===== config.mk =====
export PLATFORM = sky130hd
export DESIGN_NAME = otter_scoreboard
export DESIGN_NICKNAME = d
export VERILOG_FILES = /design/src/rtl/otter_scoreboard.sv
export SDC_FILE = /design/constraint.sdc
export NUM_CORES = 1
export LEC_CHECK = 0
export ABC_AREA = 1
export CAP_MARGIN = 20
export CORE_MARGIN = 1
export CORE_UTILIZATION = 40
export CTS_BUF_LIST = sky130_fd_sc_hd__clkbuf_4 sky130_fd_sc_hd__clkbuf_8
export DETAILED_ROUTE_END_ITERATION = 8
export GPL_TIMING_DRIVEN = 0
export PLACE_DENSITY = 0.62
export SKIP_CTS_REPAIR_TIMING = 1
export SLEW_MARGIN = 30
export SYNTH_ARGS = -nofsm -noshare
export SYNTH_HDL_FRONTEND = slang
export SYNTH_SLANG_ARGS = --single-unit

===== constraint.sdc =====
create_clock -name clk -period 9.62 [get_ports clk]
set_input_delay 1.924 -clock clk [delete_from_list [all_inputs] [get_ports clk]]
set_output_delay 1.924 -clock clk [all_outputs]
set_load 0.05 [all_outputs]

===== src/rtl/otter_scoreboard.sv =====
// otter_scoreboard: per-register outstanding-write counters that stall OTTER decode on RAW/WAW hazards.
// Optional feature: define SB_WB_BYPASS_EN when the register file is write-first, so a same-cycle retiring write clears a source.

module otter_scoreboard (
   input  logic        clk,
   input  logic        rst_n,
   input  logic        dec_valid,
   input  logic [31:0] dec_ir,
   input  logic        wb_valid,
   input  logic [4:0]  wb_rd,
   input  logic        flush,
   output logic        reg_en,
   output logic        pc_write,
   output logic        clear,
   output logic [6:0]  inflight,
   output logic        sb_err
);

   localparam logic [6:0] OPC_LUI    = 7'b0110111;
   localparam logic [6:0] OPC_AUIPC  = 7'b0010111;
   localparam logic [6:0] OPC_JAL    = 7'b1101111;
   localparam logic [6:0] OPC_JALR   = 7'b1100111;
   localparam logic [6:0] OPC_BRANCH = 7'b1100011;
   localparam logic [6:0] OPC_LOAD   = 7'b0000011;
   localparam logic [6:0] OPC_STORE  = 7'b0100011;
   localparam logic [6:0] OPC_OP_IMM = 7'b0010011;
   localparam logic [6:0] OPC_OP     = 7'b0110011;
   localparam logic [6:0] OPC_SYSTEM = 7'b1110011;

   logic [6:0] opcode;
   logic [4:0] rd;
   logic [2:0] funct3;
   logic [4:0] rs1;
   logic [4:0] rs2;
   logic       unused_ir;

   assign opcode    = dec_ir[6:0];
   assign rd        = dec_ir[11:7];
   assign funct3    = dec_ir[14:12];
   assign rs1       = dec_ir[19:15];
   assign rs2       = dec_ir[24:20];
   assign unused_ir = ^dec_ir[31:25];

   // Entry 0 is held at zero so x0 can never look busy or full.
   logic [1:0] cnt     [32];
   logic [1:0] cnt_nxt [32];
   logic [6:0] inflight_nxt;

   logic writes_rd;
   logic reads_rs1;
   logic reads_rs2;

   always_comb begin
      writes_rd = 1'b0;
      reads_rs1 = 1'b0;
      reads_rs2 = 1'b0;
      case (opcode)
         OPC_LUI, OPC_AUIPC, OPC_JAL: begin
            writes_rd = 1'b1;
         end
         OPC_JALR, OPC_LOAD, OPC_OP_IMM: begin
            writes_rd = 1'b1;
            reads_rs1 = 1'b1;
         end
         OPC_OP: begin
            writes_rd = 1'b1;
            reads_rs1 = 1'b1;
            reads_rs2 = 1'b1;
         end
         OPC_BRANCH, OPC_STORE: begin
            reads_rs1 = 1'b1;
            reads_rs2 = 1'b1;
         end
         OPC_SYSTEM: begin
            writes_rd = (funct3 != 3'd0);
            reads_rs1 = (funct3 == 3'd1) || (funct3 == 3'd2) || (funct3 == 3'd3);
         end
         default: begin
            writes_rd = 1'b0;
         end
      endcase
   end

   logic rs1_busy;
   logic rs2_busy;
   logic rd_full;

   always_comb begin
      rs1_busy = (cnt[rs1] != 2'd0);
      rs2_busy = (cnt[rs2] != 2'd0);
      rd_full  = (cnt[rd] == 2'd3);
`ifdef SB_WB_BYPASS_EN
      // The last outstanding write lands this cycle and the register file forwards it.
      if (wb_valid && (wb_rd == rs1) && (cnt[rs1] == 2'd1)) begin
         rs1_busy = 1'b0;
      end
      if (wb_valid && (wb_rd == rs2) && (cnt[rs2] == 2'd1)) begin
         rs2_busy = 1'b0;
      end
`endif
   end

   logic hazard;
   logic issue;
   logic wb_ok;
   logic wb_orphan;

   // Reset forces the pipeline to advance so a stall can never outlive reset.
   assign hazard = rst_n & dec_valid & ~flush &
                   ((reads_rs1 & rs1_busy) | (reads_rs2 & rs2_busy) | (writes_rd & rd_full));

   assign reg_en   = ~hazard;
   assign pc_write = ~hazard;
   assign clear    = hazard;

   assign issue     = dec_valid & ~hazard & ~flush & writes_rd & (rd != 5'd0);
   assign wb_ok     = wb_valid & (wb_rd != 5'd0) & (cnt[wb_rd] != 2'd0);
   assign wb_orphan = wb_valid & (wb_rd != 5'd0) & (cnt[wb_rd] == 2'd0);

   always_comb begin
      inflight_nxt = 7'd0;
      for (int i = 0; i < 32; i++) begin
         cnt_nxt[i] = cnt[i];
         if (i == 0 || flush) begin
            cnt_nxt[i] = 2'd0;
         end else if (issue && (rd == 5'(i)) && !(wb_ok && (wb_rd == 5'(i)))) begin
            cnt_nxt[i] = cnt[i] + 2'd1;
         end else if (wb_ok && (wb_rd == 5'(i)) && !(issue && (rd == 5'(i)))) begin
            cnt_nxt[i] = cnt[i] - 2'd1;
         end
         inflight_nxt = inflight_nxt + {5'd0, cnt_nxt[i]};
      end
   end

   always_ff @(posedge clk) begin
      if (!rst_n) begin
         for (int i = 0; i < 32; i++) begin
            cnt[i] <= 2'd0;
         end
         inflight <= 7'd0;
         sb_err   <= 1'b0;
      end else begin
         cnt      <= cnt_nxt;
         inflight <= inflight_nxt;
         if (wb_orphan) begin
            sb_err <= 1'b1;
         end
      end
   end

endmodule


==> metrics.txt <==
# TYPE chip_impl_metric gauge
chip_impl_metric{name="numPlacedInstances",unit=""} 1786
chip_impl_metric{name="maxSlewHeadroom",unit=""} 0.3382
chip_impl_metric{name="die_area",unit="mm²"} 0.02190
chip_impl_metric{name="drt_wl_total",unit="mm"} 35.50
chip_impl_metric{name="n_antenna_cell",unit=""} 0
chip_impl_metric{name="cp.required",unit="ns"} 9.89
chip_impl_metric{name="maxClockFrequency",unit="MHz"} 107.4
chip_impl_metric{name="grt_antenna_before_repair",unit=""} 0
chip_impl_metric{name="max-clock-path-buffers",unit=""} 2
chip_impl_metric{name="worstSkewPairLatency",unit="ns"} 0.38
chip_impl_metric{name="globalRouteTotalUtil",unit=""} 0.3334
chip_impl_metric{name="detail_route.wl_per_cell",unit="µm"} 19.66
chip_impl_metric{name="finalWeightedCongestion",unit=""} 1.032
chip_impl_metric{name="synth_enable_flop_cells",unit=""} 0
chip_impl_metric{name="postSynthCellCount",unit=""} 1468
chip_impl_metric{name="gr-total-overflow",unit=""} 0
chip_impl_metric{name="clk_transition_reported_paths",unit="ns"} 0.09
chip_impl_metric{name="post_synth.cell_area_avg",unit="µm²"} 5.808
chip_impl_metric{name="yosys-mux-area-fraction",unit=""} 0
chip_impl_metric{name="ys.warnings.count",unit=""} 0
chip_impl_metric{name="die_y",unit="µm"} 148.0
chip_impl_metric{name="finish.net_count",unit=""} 1636
chip_impl_metric{name="post_syn_nets",unit=""} 1577
chip_impl_info{name="cts_tree",value="yes"} 1
chip_impl_metric{name="final_cell_count_no_fill",unit=""} 1806
chip_impl_metric{name="post_synthesis_share_of_cell_area_spent_on_xor_and_xnor_gates",unit=""} 0.03243
chip_impl_metric{name="hpwl_after_detailed_placement",unit="mm"} 28.50
chip_impl_metric{name="crit_buf_inv",unit=""} 10
chip_impl_metric{name="detail_route.first_pass.iterations",unit=""} 6
chip_impl_metric{name="power.density_cell_area",unit="mW/mm²"} 67.57
chip_impl_info{name="dominantRegCellSynth",value="sky130_fd_sc_hd__dfxtp_1"} 1
chip_impl_metric{name="drc",unit=""} 0
chip_impl_metric{name="synth-simple-area-share",unit=""} 0.4501
chip_impl_info{name="cp-start-kind",value="primary input"} 1
chip_impl_metric{name="die_width",unit="µm"} 148.0
chip_impl_metric{name="leakagePower",unit="nW"} 4.954
chip_impl_metric{name="vias_in_the_first_global_route",unit=""} 8933
chip_impl_metric{name="filler_cell_count",unit=""} 2353
chip_impl_metric{name="synth.lib_cells_used.distinct",unit=""} 41
chip_impl_metric{name="cap_violations",unit=""} 0
chip_impl_metric{name="crit_path_max_incr_delay",unit="ns"} 0.59
chip_impl_metric{name="cp.arrival",unit="ns"} 9.58
chip_impl_metric{name="final.min_clock_period",unit="ns"} 9.313
chip_impl_metric{name="slew_viol_final",unit=""} 0
chip_impl_info{name="worstSetupPathType",value="primary input to flop"} 1
chip_impl_info{name="cts_root_buffer",value="sky130_fd_sc_hd__clkbuf_8"} 1
chip_impl_metric{name="htree_num_levels",unit=""} 3
chip_impl_metric{name="initial_utilization",unit=""} 0.4069
chip_impl_metric{name="preCtsSetupSlack",unit="ns"} -0.7101
chip_impl_metric{name="synthDominantCellAreaShare",unit=""} 0.1937
chip_impl_metric{name="cts_sinks",unit=""} 70
chip_impl_metric{name="post_drt_via_cell_ratio",unit=""} 5.316
chip_impl_metric{name="post_synth_fa_ha_maj_area_fraction",unit=""} 0.1485
chip_impl_metric{name="boundaryPins",unit=""} 53
chip_impl_metric{name="fin_total_pwr",unit="mW"} 0.6539
chip_impl_info{name="synth_top_family_by_area",value="simple AND/OR/NAND/NOR gates"} 1
chip_impl_metric{name="wl_met3",unit="mm"} 2.905
chip_impl_metric{name="mappedNetlistArea",unit="mm²"} 0.008526
chip_impl_metric{name="antenna_violating_nets_post_route",unit=""} 0
chip_impl_metric{name="port_buffers",unit=""} 43
chip_impl_info{name="topRoutingLayerUsed",value="met4"} 1
chip_impl_info{name="synth_top_cells_by_area",value="sky130_fd_sc_hd__nand2_1, sky130_fd_sc_hd__dfxtp_1, sky130_fd_sc_hd__fa_1"} 1
chip_impl_info{name="critical_path_endpoint_category",value="flop"} 1
chip_impl_metric{name="crit_path_max_fanout",unit=""} 10
chip_impl_metric{name="finalSetupViolations",unit=""} 0
chip_impl_metric{name="grt_start_max_net_pins",unit=""} 12
chip_impl_metric{name="async_flop_share",unit=""} 0
chip_impl_metric{name="timing.final.hold_violations",unit=""} 0
chip_impl_metric{name="synth_seq_area_share",unit=""} 0.1644
chip_impl_metric{name="synth_seq_cells",unit=""} 70
chip_impl_metric{name="vias",unit=""} 9601
chip_impl_metric{name="timing.final.crit_share",unit=""} 0.9681
chip_impl_metric{name="grt_first_pass_wirelength",unit="mm"} 53.17
chip_impl_metric{name="core_rows",unit=""} 53
chip_impl_metric{name="wl_met2",unit="mm"} 16.40
chip_impl_metric{name="core_area",unit="mm²"} 0.02096
chip_impl_metric{name="post-route-util",unit=""} 0.4618
chip_impl_info{name="status",value="finished, final reports clean"} 1
chip_impl_info{name="hold_path.class",value="flop to flop"} 1
chip_impl_metric{name="vdd.ir_drop.worst",unit="mV"} 0.04921
chip_impl_info{name="cpMaxStageDelayCell",value="sky130_fd_sc_hd__fa_2"} 1
chip_impl_metric{name="share_of_layout_cells_above_drive_strength_1",unit=""} 0.07381
chip_impl_metric{name="drt_first_iter_violations",unit=""} 890
chip_impl_metric{name="detail_route.wirelength.met1",unit="mm"} 14.79
chip_impl_info{name="synth.largest_area_cell",value="sky130_fd_sc_hd__nand2_1"} 1
chip_impl_metric{name="postLayoutSetupSlackWorst",unit="ns"} 0.3071
chip_impl_metric{name="area_growth_syn_to_layout",unit="%"} 13.50
chip_impl_metric{name="synth-compound-area-share",unit=""} 0.06443
chip_impl_info{name="worst_path_dominant_cell_family",value="adder cells"} 1
chip_impl_metric{name="fin_worst_skew",unit="ns"} 0.01320
chip_impl_metric{name="worstMarginPinSlew",unit="ns"} 0.9927
chip_impl_metric{name="cts_bufs_inserted",unit=""} 9
-- cell type report --
cell class | count | area [µm²] | share of cell area
buffer | 44 | 276.5 | 0.02858
clock buffer | 10 | 131.4 | 0.01358
clock inverter | 5 | 27.53 | 0.002845
inverter | 256 | 965.9 | 0.09982
multi-input combinational | 1098 | 6035 | 0.6236
sequential | 70 | 1401 | 0.1448
tap | 275 | 344.1 | 0.03556
timing repair buffer | 48 | 495.5 | 0.05120
-- worst paths after layout --
| kind | depth (start not counted) | slack [ns] | from | end |
|---|---|---|---|---|
| max reg2reg | 36 | 1.92 | cnt[44]$_SDFF_PN0_ | inflight[5]$_SDFF_PN0_ |
| min | 2 | 0.50 | sb_err$_SDFFE_PN0P_ | sb_err$_SDFFE_PN0P_ |
| max | 35 | 0.31 | dec_ir[9] | inflight[5]$_SDFF_PN0_ |
| min reg2reg | 2 | 0.50 | sb_err$_SDFFE_PN0P_ | sb_err$_SDFFE_PN0P_ |
-- layer usage --
layer | global-route usage | up-vias
met3 | 0.04506 | 75
met4 | 0.1464 | 0
met1 | 0.4352 | 4461
li1 | - | 4617
met5 | 0 | -
met2 | 0.5484 | 448
-- cells in the final DEF (no fill, tap or decap), drive strengths merged, types with 2 or more instances in the layout --
master           n
nor2           235
a21oi           25
xor2            16
a211oi           2
clkinv           5
buf             29
dfxtp           70
o221ai           2
dlymetal6s2s     7
nand3b           6
o21ai           69
o22ai            5
nor3            10
nand4           24
xnor3            3
nand3          165
or2             13
xnor2            7
clkbuf          30
clkdlybuf4s50   36
fa              57
inv            255
ha              10
nand2          446
-- per-stage QoR --
stage	area [µm²]	hold WS [ns]	setup TNS, ns
floorplan	8526	0.5254	0
global placement	9300	0.4820	-2.188
detailed placement	9300	0.4833	-2.433
CTS	9459	0.5036	-0.6059
global route	9677	0.5559	-0.01988
finish	9677	0.4976	0
-- synthesized netlist by cell type, drive strengths merged (3+ instances only) --
cell,count
a21oi,25
o21ai,69
nand3b,6
inv,255
nor2,235
nor3,10
buf,27
clkbuf,17
xor2,16
nand2,446
fa,57
xnor2,7
xnor3,3
ha,10
dfxtp,70
or2,13
nand3,165
nand4,24
o22ai,5
-- tightest hold or removal path, stage by stage (launching register included) --
cell                      delay, ns
sky130_fd_sc_hd__dfxtp_1       0.35
sky130_fd_sc_hd__a21oi_1       0.05
sky130_fd_sc_hd__nor2_1        0.07
-- report_power, final --
| group | switching [mW] | leakage [nW] | internal [mW] |
|---|---|---|---|
| combinational | 0.0983 | 4.30 | 0.0406 |
| sequential | 0.000932 | 0.564 | 0.291 |
| clock | 0.130 | 0.0851 | 0.0934 |
| total | 0.229 | 4.95 | 0.425 |
-- sequential cells by signal (all words and copies together) (netlist names) --
| register | count |
|---|---|
| cnt | 62 |
| inflight | 7 |
| sb_err | 1 |
-- cell families after synthesis --
family / after synthesis
buf+inv: 300
compound gates: 105
flops: 70
xor+xnor: 26
simple gates: 900
fa+ha+maj: 67
(Power assumes the default switching activity.)
